$ cat src/rtl/calc_pkg.sv
// Shared types and helpers for the calculator display path.
package calc_pkg;

   // Glyph codes held in the display registers: 0-9 are decimal digits.
   typedef logic [3:0] glyph_t;

   localparam glyph_t GlyphMinus = 4'hA;
   localparam glyph_t GlyphE     = 4'hB;
   localparam glyph_t GlyphBlank = 4'hF;

   // Conversion FSM encoding.
   typedef logic [1:0] state_t;

   localparam state_t StIdle    = 2'd0;
   localparam state_t StConvert = 2'd1;
   localparam state_t StCommit  = 2'd2;

   // Active-low {g,f,e,d,c,b,a} pattern for a glyph code.
   function automatic logic [6:0] glyph_to_seg(input glyph_t g);
      logic [6:0] seg;
      case (g)
         4'd0:       seg = 7'b1000000;
         4'd1:       seg = 7'b1111001;
         4'd2:       seg = 7'b0100100;
         4'd3:       seg = 7'b0110000;
         4'd4:       seg = 7'b0011001;
         4'd5:       seg = 7'b0010010;
         4'd6:       seg = 7'b0000010;
         4'd7:       seg = 7'b1111000;
         4'd8:       seg = 7'b0000000;
         4'd9:       seg = 7'b0010000;
         GlyphMinus: seg = 7'b0111111;
         GlyphE:     seg = 7'b0000110;
         default:    seg = 7'b1111111;
      endcase
      return seg;
   endfunction

   // 10^n, used for elaboration-time overflow limits.
   function automatic int unsigned pow10(input int unsigned n);
      int unsigned p;
      p = 1;
      for (int unsigned i = 0; i < n; i++) begin
         p = p * 10;
      end
      return p;
   endfunction

endpackage

$ cat src/rtl/calc_display_driver_bin2bcd_seq.sv
// Sequential binary-to-BCD converter (double dabble), one bit per clock.
module bin2bcd_seq #(
   parameter int unsigned VALUE_W  = 14,
   parameter int unsigned N_DIGITS = 4
) (
   input  logic                  clk,
   input  logic                  rst,
   input  logic                  start,
   input  logic [VALUE_W-1:0]    bin,
   output logic                  done,
   output logic [4*N_DIGITS-1:0] bcd
);

   localparam int unsigned BcdW = 4 * N_DIGITS;
   localparam int unsigned CntW = $clog2(VALUE_W + 1);

   logic [VALUE_W-1:0] shift_q, shift_d;
   logic [BcdW-1:0]    bcd_q, bcd_d, bcd_adj;
   logic [CntW-1:0]    cnt_q, cnt_d;

   // Add 3 to every nibble that would reach 10 or more after the shift.
   always_comb begin
      bcd_adj = bcd_q;
      for (int unsigned i = 0; i < N_DIGITS; i++) begin
         if (bcd_q[4*i +: 4] >= 4'd5) begin
            bcd_adj[4*i +: 4] = bcd_q[4*i +: 4] + 4'd3;
         end
      end
   end

   // Load on start, otherwise shift one binary bit into the BCD accumulator per cycle.
   always_comb begin
      shift_d = shift_q;
      bcd_d   = bcd_q;
      cnt_d   = cnt_q;
      if (start) begin
         shift_d = bin;
         bcd_d   = '0;
         cnt_d   = CntW'(VALUE_W);
      end else if (cnt_q != '0) begin
         bcd_d   = (bcd_adj << 1) | BcdW'(shift_q[VALUE_W-1]);
         shift_d = shift_q << 1;
         cnt_d   = cnt_q - CntW'(1);
      end
   end

   // Converter state registers.
   always_ff @(posedge clk or posedge rst) begin
      if (rst) begin
         shift_q <= '0;
         bcd_q   <= '0;
         cnt_q   <= '0;
      end else begin
         shift_q <= shift_d;
         bcd_q   <= bcd_d;
         cnt_q   <= cnt_d;
      end
   end

   // done marks the cycle whose clock edge performs the final iteration;
   // bcd holds the full result from the following cycle on.
   assign done = (cnt_q == CntW'(1));
   assign bcd  = bcd_q;

endmodule

$ cat src/rtl/calc_display_driver.sv
// Converts a signed binary result into multiplexed active-low 7-segment drive.
module calc_display_driver
   import calc_pkg::*;
#(
   parameter int unsigned N_DIGITS    = 4,
   parameter int unsigned VALUE_W     = 14,
   parameter int unsigned REFRESH_DIV = 50000
) (
   input  logic                clk,
   input  logic                rst,
   input  logic [VALUE_W-1:0]  value,
   input  logic                negative,
   input  logic                load,
   input  logic                blank,
   output logic                busy,
   output logic                overflow,
   output logic [N_DIGITS-1:0] anodes,
   output logic [6:0]          segments,
   output logic                dp
);

   localparam int unsigned BcdW = 4 * N_DIGITS;
   localparam int unsigned IdxW = (N_DIGITS > 1) ? $clog2(N_DIGITS) : 1;
   localparam int unsigned CntW = (REFRESH_DIV > 1) ? $clog2(REFRESH_DIV) : 1;
   localparam logic [31:0] MaxPos = 32'(pow10(N_DIGITS) - 1);
   localparam logic [31:0] MaxNeg = 32'(pow10(N_DIGITS - 1) - 1);

   state_t              state_q, state_d;
   logic                start, conv_done;
   logic [BcdW-1:0]     bcd;
   logic                neg_q, ovf_pend_q, overflow_q, ovf_now;
   logic [31:0]         value_ext;
   glyph_t              disp_q [N_DIGITS];
   glyph_t              fmt    [N_DIGITS];
   logic [IdxW-1:0]     msd;
   logic                any_nz;
   logic [CntW-1:0]     ref_cnt_q;
   logic [IdxW-1:0]     idx_q;
   glyph_t              sel;
   logic [N_DIGITS-1:0] anodes_q, anodes_d;
   logic [6:0]          segments_q, segments_d;

   bin2bcd_seq #(
      .VALUE_W  (VALUE_W),
      .N_DIGITS (N_DIGITS)
   ) u_bin2bcd (
      .clk   (clk),
      .rst   (rst),
      .start (start),
      .bin   (value),
      .done  (conv_done),
      .bcd   (bcd)
   );

   // Overflow is decided from the raw input at load time.
   assign value_ext = 32'(value);
   assign ovf_now   = negative ? (value_ext > MaxNeg) : (value_ext > MaxPos);

   // Conversion sequencing; load is only honoured while idle.
   always_comb begin
      state_d = state_q;
      start   = 1'b0;
      unique case (state_q)
         StIdle: begin
            if (load) begin
               start   = 1'b1;
               state_d = StConvert;
            end
         end
         StConvert: if (conv_done) state_d = StCommit;
         StCommit:  state_d = StIdle;
         default:   state_d = StIdle;
      endcase
   end

   // Build the glyph image: blanking, minus placement, or the overflow E.
   always_comb begin
      msd    = '0;
      any_nz = 1'b0;
      for (int unsigned i = 0; i < N_DIGITS; i++) begin
         if (bcd[4*i +: 4] != 4'd0) begin
            msd    = IdxW'(i);
            any_nz = 1'b1;
         end
      end
      for (int unsigned i = 0; i < N_DIGITS; i++) begin
         fmt[i] = (IdxW'(i) <= msd) ? glyph_t'(bcd[4*i +: 4]) : GlyphBlank;
      end
      // Negative zero shows a plain 0; negatives never fill the top digit.
      if (neg_q && any_nz && (msd != IdxW'(N_DIGITS - 1))) begin
         fmt[msd + IdxW'(1)] = GlyphMinus;
      end
      if (ovf_pend_q) begin
         for (int unsigned i = 0; i < N_DIGITS; i++) begin
            fmt[i] = GlyphBlank;
         end
         fmt[N_DIGITS-1] = GlyphE;
      end
   end

   // FSM, load capture and display commit.
   always_ff @(posedge clk or posedge rst) begin
      if (rst) begin
         state_q    <= StIdle;
         neg_q      <= 1'b0;
         ovf_pend_q <= 1'b0;
         overflow_q <= 1'b0;
         for (int unsigned i = 0; i < N_DIGITS; i++) begin
            disp_q[i] <= GlyphBlank;
         end
      end else begin
         state_q <= state_d;
         if (start) begin
            neg_q      <= negative;
            ovf_pend_q <= ovf_now;
         end
         if (state_q == StCommit) begin
            overflow_q <= ovf_pend_q;
            for (int unsigned i = 0; i < N_DIGITS; i++) begin
               disp_q[i] <= fmt[i];
            end
         end
      end
   end

   // Refresh timer: advance the selected digit every REFRESH_DIV cycles.
   always_ff @(posedge clk or posedge rst) begin
      if (rst) begin
         ref_cnt_q <= '0;
         idx_q     <= '0;
      end else if (ref_cnt_q == CntW'(REFRESH_DIV - 1)) begin
         ref_cnt_q <= '0;
         idx_q     <= (idx_q == IdxW'(N_DIGITS - 1)) ? '0 : idx_q + IdxW'(1);
      end else begin
         ref_cnt_q <= ref_cnt_q + CntW'(1);
      end
   end

   // Drive the selected digit unless it is blank or the display is blanked.
   always_comb begin
      sel        = disp_q[idx_q];
      anodes_d   = '1;
      segments_d = 7'h7F;
      if (!blank && (sel != GlyphBlank)) begin
         anodes_d[idx_q] = 1'b0;
         segments_d      = glyph_to_seg(sel);
      end
   end

   // Registered pin drive.
   always_ff @(posedge clk or posedge rst) begin
      if (rst) begin
         anodes_q   <= '1;
         segments_q <= 7'h7F;
      end else begin
         anodes_q   <= anodes_d;
         segments_q <= segments_d;
      end
   end

   assign busy     = (state_q != StIdle);
   assign overflow = overflow_q;
   assign anodes   = anodes_q;
   assign segments = segments_q;
   assign dp       = 1'b1;

endmodule
$ cat config.mk
export PLATFORM = sky130hd
export DESIGN_NAME = calc_display_driver
export DESIGN_NICKNAME = d
export VERILOG_FILES = /design/src/rtl/calc_pkg.sv /design/src/rtl/calc_display_driver_bin2bcd_seq.sv /design/src/rtl/calc_display_driver.sv
export SDC_FILE = /design/constraint.sdc
export NUM_CORES = 1
export LEC_CHECK = 0
export ABC_CLOCK_PERIOD_IN_PS = 4200
export BUFFER_PORTS_ARGS = -buffer_cell sky130_fd_sc_hd__clkbuf_2
export CAP_MARGIN = 0
export CELL_PAD_IN_SITES_DETAIL_PLACEMENT = 1
export CELL_PAD_IN_SITES_GLOBAL_PLACEMENT = 2
export CORE_MARGIN = 5
export CORE_UTILIZATION = 42
export DETAILED_ROUTE_END_ITERATION = 12
export PLACE_DENSITY = 0.89
export SLEW_MARGIN = 20
export SYNTH_ARGS = -nofsm -noshare
export SYNTH_HDL_FRONTEND = slang
export SYNTH_HIERARCHICAL = 1
export SYNTH_SLANG_ARGS = --single-unit
$ cat constraint.sdc
create_clock -name clk -period 4.2 [get_ports clk]
set_input_delay 0.42 -clock clk [delete_from_list [all_inputs] [get_ports clk]]
set_output_delay 0.42 -clock clk [all_outputs]
set_load 0.02 [all_outputs]
Word level (Yosys, flattened, before mapping)

Memories as Yosys holds them, arrays and structs flattened.
Cells that the tools add are included.

Multiplexer cells: 40
Reduce and logical (&&, ||, !) cells: 15
Equal/unequal tests: 9
Bitwise operators: 7
Order comparisons: 15
Add/subtract/negate cells: 8

Operators by type and width:

| kind                  | count |
|---|---|
| $mux 16               | 5 |
| $mux 4                | 13 |
| $mux 14               | 2 |
| $reduce_bool 4->1     | 5 |
| $add 16x1->16 const B | 1 |
| $eq 16x16->1 const B  | 1 |
| $ge 4x3->1 const B    | 4 |
| $or 16x1->16          | 1 |
| $gt 14x10->1 const B  | 1 |
| $gt 14x14->1 const B  | 1 |
| $add 4x2->4 const B   | 3 |
| $mux 2                | 5 |
| $mux 1                | 9 |
| $and 8x8->8           | 1 |
| $bmux 4 s2            | 1 |
| $demux 4 s2           | 1 |
| $not 8->8             | 1 |
| $or 8x8->8            | 1 |
| $mux 7                | 1 |
| $ge 3x3->1 const B    | 2 |
| $ne 2x2->1 const B    | 3 |
| $not 2->3             | 2 |
| $logic_and 1x1->1     | 5 |
| $add 2x1->2 const B   | 2 |
| 19 further kinds      | 23 |

Input port bits: 19
Bits in read-only memories: 112
Memories kept: 1
Register bits: 84
Logic and storage cells: 110
Output and inout bits: 14

Memories:

| memory           | words | bits a word | rd ports | clocked after Yosys merged registers in | write ports | RTL line       | text |
|---|---|---|---|---|---|---|---|
| (name not given) | 16    | 7           | 1        | 0                                       | 0           | calc_pkg.sv:21 | `case (g)` |

Longest topological paths before layout

Depth after elaboration: 14
Mapped depth: 7
Depth with buffers taken out: 6

By module

Netlist, hierarchy kept.

By module, submodules not included:

| module              | instances | area each (µm²) | sequential area each (µm²) | cells an instance |
|---|---|---|---|---|
| calc_display_driver | 1         | 2539.9          | 1285.0                     | 243 |
| bin2bcd_seq         | 1         | 1988.2          | 850.8                      | 212 |

Worst setup path before layout

Ideal clock, no wire load.

Path type: register -> register
Start point: register state_q[1]
End point: register u_bin2bcd.shift_q[0]
Period minus slack after synthesis: 1.863 ns
Arrival time: 1.728 ns
Stages on the path, launching flop included: 6
Setup time: 0.135 ns
Path slack: 2.337 ns
Buffers on the path: 2
Required time: 4.065 ns
Cells stage by stage: dfrtp_1 -> or2_2 -> nor2_1 -> clkbuf_1 -> clkbuf_1 -> o21ai_0

Cells in the longest elaborated chain, start to end: 3
Elaborated cells between the ends (all ways): 4
Classes of those cells: mux: 2; reduce/logical: 2

RTL lines:

| element                                      | RTL line                              | text |
|---|---|---|
| from (decl)                                  | calc_display_driver.sv:28             | `state_t state_q, state_d;` |
| from (signal assigned)                       | calc_display_driver.sv:104            | `state_q <= StIdle;` |
| from (signal assigned)                       | calc_display_driver.sv:112            | `state_q <= state_d;` |
| $logic_not 2->1 (*)                          | calc_display_driver.sv:63             | `unique case (state_q)` |
| $mux 1 (*)                                   | calc_display_driver.sv:63             |  |
| named net start                              | calc_display_driver.sv:29             | `logic start, conv_done;` |
| $mux 14 or $reduce_bool 2->1 (tied branches) | --                                    |  |
| to (signal assigned)                         | calc_display_driver_bin2bcd_seq.sv:54 | `shift_q <= shift_d;` |
| to (decl)                                    | calc_display_driver_bin2bcd_seq.sv:17 | `logic [VALUE_W-1:0] shift_q, shift_d;` |

Mark *: on every way through the listed nets, which the timed path passes. The rest lies on a longest branch.
A chain may end at the register's enable or synchronous reset.

Worst setup path after layout

Start point: register ref_cnt_q[7]
End point: register idx_q[1]

Cells in the longest elaborated chain, start to end: 1

RTL lines:

| element                | RTL line                   | text |
|---|---|---|
| from (decl)            | calc_display_driver.sv:37  | `logic [CntW-1:0] ref_cnt_q;` |
| from (signal assigned) | calc_display_driver.sv:135 | `ref_cnt_q <= ref_cnt_q + CntW'(1);` |
| $eq 16x16->1           | calc_display_driver.sv:131 | `end else if (ref_cnt_q == CntW'(REFRESH_DIV - 1)) begin` |
| to (signal assigned)   | calc_display_driver.sv:133 | `idx_q <= (idx_q == IdxW'(N_DIGITS - 1)) ? '0 : idx_q + IdxW'(1);` |
| to (decl)              | calc_display_driver.sv:38  | `logic [IdxW-1:0] idx_q;` |

No other way between the ends.

==> flow_summary.yaml <==
outcome:
  status: "completed"
finish:
  area_growth_pct: 9.78
  multi_input_area_mm2: 0.00217
  fin_nets: 521
  seq_area_mm2: 0.00214
  drive_gt1_frac: 0.190
  nFillCells: 1201
  n_antenna_cell: 0
setup_path:
  required_ns: 4.44
  crit_path_end: "idx_q[1]$_DFFE_PP0N_"
  rr_startpoint: "ref_cnt_q[7]$_DFF_PP0_"
  r2r_end: "idx_q[1]$_DFFE_PP0N_"
  endpoint_kind: "flip-flop"
  crit_start: "ref_cnt_q[7]$_DFF_PP0_"
  reg2regPathDepth: 3
  crit_path_max_fanout: 11
  critPathKind: "reg -> reg"
  rrSetupSlack_ns: 2.10
  critPathArrivalTime_ns: 2.34
  start_kind: "flip-flop"
timing:
  tightestPinTransition_ns: 0.865
  maxSlewViolCount: 0
  setup_tns_ns: 0
  slew_headroom: 0.423
  finClkSkew_ns: 0.00995
  finalCritPeriodShare: 0.500
  period_minus_slack_ns: 2.10
  hold_viol_final: 0
  fmax_mhz: 476
  grt_setup_unrepaired: "no"
  setup_viol_count_final: 0
synth:
  synth_cells: 455
  async_reset_ff_frac: 1.00
  ys_warn_count: 6
  ys_ff_latch: 84
  synth_top_flop_cell: "dfrtp_1"
  synth_enable_flop_cells: 0
  synth_area_per_cell_um2: 9.95
  synth_fp_nets: 496
  syn_area_mm2: 0.00453
  yosysUniqueCellTypes: 51
  ys_seq_area_frac: 0.472
pwr:
  pwr-share-seq: 0.439
  peakVddDrop_mv: 0.278
  power.internal_mw: 1.92
  pwr_density_cell_mw_per_mm2: 617
  pwr-share-comb: 0.364
  switching_share: 0.374
  p_leak_nw: 2.19
  power.total_mw: 3.07
  power.switching_mw: 1.15
  p_clk_frac: 0.197
cts:
  clk_pin_slew_ns: 0.09
  clk_latency_ns: 0.36
  post-cts-setup-buffers: 0
  cts_buffers: 9
  clk_path_buf_depth: 2
  cts-hold-fix-buffers: 0
  cts_max_level: 3
  ctsResizeCount: 0
  tritoncts: "built"
  cts_root_buffer: "clkbuf_8"
  cts.sinks: 84
global_routing:
  grt_pass1_wl_um: 17400
  grt_pass1_vias: 3535
  grt_overflow: 0
  grt_start_max_net_pins: 51
  grt_antenna_before_repair: 0
  grt_usage: 0.166
drt:
  drt_iter0_markers: 190
  vias: 3312
  routedWlPerCell_um: 16.1
  routed_wl_um: 10100
  firstDrtPassIters: 4
  avgViaCountPerCell: 5.30
  drtAntennaViolNets: 0
  drc: 0
floorplanning:
  dieArea_mm2: 0.0130
  die_y_um: 114
  io_pins: 33
  core_mm2: 0.0107
  die_w_um: 114
  rows: 38
  start_util: 0.423
min_path:
  hp-class: "in -> async"
place:
  port_buffers: 31
  hpwlAfterDp_um: 7290
  gp_congestion: 0.770
job:
  max_cap_viol_count: 0
[flip-flops by register name, indices dropped and copies added (netlist names)]
| register | count |
|---|---|
| disp_q | 16 |
| state_q | 2 |
| u_bin2bcd/shift_q | 14 |
| u_bin2bcd/bcd | 16 |
| idx_q | 2 |
| ovf_pend_q | 1 |
| segments | 7 |
| overflow | 1 |
| u_bin2bcd/cnt_q | 4 |
| anodes | 4 |
| ref_cnt_q | 16 |
| neg_q | 1 |
[cell type report]
cell class,instances,share of cell area
inverters,28,0.0214
well taps,140,0.0352
flip-flops and latches,84,0.430
repair buffers,34,0.0357
clock inverters,3,0.00906
multi-input cells,323,0.437
clock buffers,13,0.0320
[synth_stat cells, types with 3 or more instances]
cell type | instances | share of area
nor3b_1 | 4 | 0.0066
a311oi_1 | 3 | 0.0058
dfrtp_1 | 57 | 0.32
nor2b_1 | 16 | 0.022
o31ai_1 | 3 | 0.0050
o21ai_0 | 39 | 0.043
buf_6 | 5 | 0.012
xor2_1 | 6 | 0.012
o2111ai_1 | 8 | 0.015
nand2_1 | 63 | 0.052
nor3_1 | 9 | 0.0099
a21oi_1 | 14 | 0.015
clkbuf_1 | 11 | 0.0091
or4_1 | 5 | 0.0083
dfstp_2 | 27 | 0.16
inv_1 | 28 | 0.023
o22a_1 | 4 | 0.0077
a211o_1 | 3 | 0.0058
o211ai_1 | 6 | 0.0099
o21a_1 | 4 | 0.0066
ha_1 | 22 | 0.061
or3_1 | 16 | 0.022
mux2i_1 | 17 | 0.038
mux4_2 | 4 | 0.020
nand3_1 | 12 | 0.013
xnor2_1 | 8 | 0.015
nor2_1 | 26 | 0.022
[how the worst min path moves through the flow]
stage | slack (ns) | cells after the start | start | end
final | 0.10 | 2 | rst | u_bin2bcd/bcd[11]$_DFFE_PP0P_
after global routing | 0.12 | 2 | rst | u_bin2bcd/bcd[12]$_DFFE_PP0P_
after CTS | 0.09 | 2 | rst | u_bin2bcd/bcd[11]$_DFFE_PP0P_
after detailed placement | 0.44 | 2 | disp_q[11]$_DFFE_PP1N_ | disp_q[11]$_DFFE_PP1N_
after global placement | 0.44 | 2 | disp_q[9]$_DFFE_PP1N_ | disp_q[9]$_DFFE_PP1N_
after floorplan | 0.43 | 2 | disp_q[11]$_DFFE_PP1N_ | disp_q[11]$_DFFE_PP1N_
[critical path, cell delays in order, from the launching register on]
cell,delay (ns)
dfrtp_1,0.44
or4b_4,0.57
nor4b_4,0.57
mux2_2,0.42
[cells by family after synthesis]
logic type,count (synthesis),synth area share
adders and majority gates,22,0.0608
buffers and inverters,48,0.0503
other,1,0.000828
muxes,24,0.0649
DFF,84,0.472
AOI/OAI and AO/OA,94,0.133
and+or+nand+nor,168,0.191
xor gates and xnor gates,14,0.0271
[placed cells by master (no fill, tap or decap), drive strengths merged, types with 4 or more instances in the layout]
cell     netlist  routed
a21oi         14      14
clkbuf        11      44
dfrtp         57      57
dfstp         27      27
ha            22      22
inv           28      27
mux2i         17      17
mux4           4       4
nand2         63      63
nand3         13      13
nor2          26      26
nor2b         16      16
nor3           9       9
nor3b          5       5
o2111ai        8       8
o211ai         8       8
o21a           4       4
o21ai         39      39
o22a           4       4
or3           16      16
or4            5       5
xnor2          8       8
xor2           6       6
[through the flow]
stage               hold WS [ns]  cells  worst slack (ns)   util  cell area [um2]
floorplan                  0.433    455              2.34      -             4530
global placement           0.442    609              2.16  0.445             4770
detailed placement         0.445    609              2.11  0.445             4770
CTS                       0.0925    625              2.11  0.465             4970
global route               0.116    625              2.01  0.465             4970
finish                     0.104    625              2.10  0.465             4970
[power groups by stage]
stage | clock network, mW | registers, mW | logic [mW]
3_3_place_gp | 0 | 1.35 | 1.06
3_5_place_dp | 0 | 1.36 | 1.12
6_report | 0.603 | 1.35 | 1.12
2_1_floorplan | 0 | 1.31 | 0.867
4_1_cts | 0.623 | 1.35 | 1.13
5_1_grt | 0.665 | 1.39 | 1.26
[routing by layer]
layer | vias to the layer above | part of all wire | track usage
li1 | 1636 | - | -
met3 | 14 | 0.025 | 0.0324
met5 | - | 0 | 0
met2 | 42 | 0.49 | 0.275
met1 | 1620 | 0.47 | 0.221
met4 | 0 | 0.016 | 0.0530
Note: power is estimated with default switching activity, not from simulation.
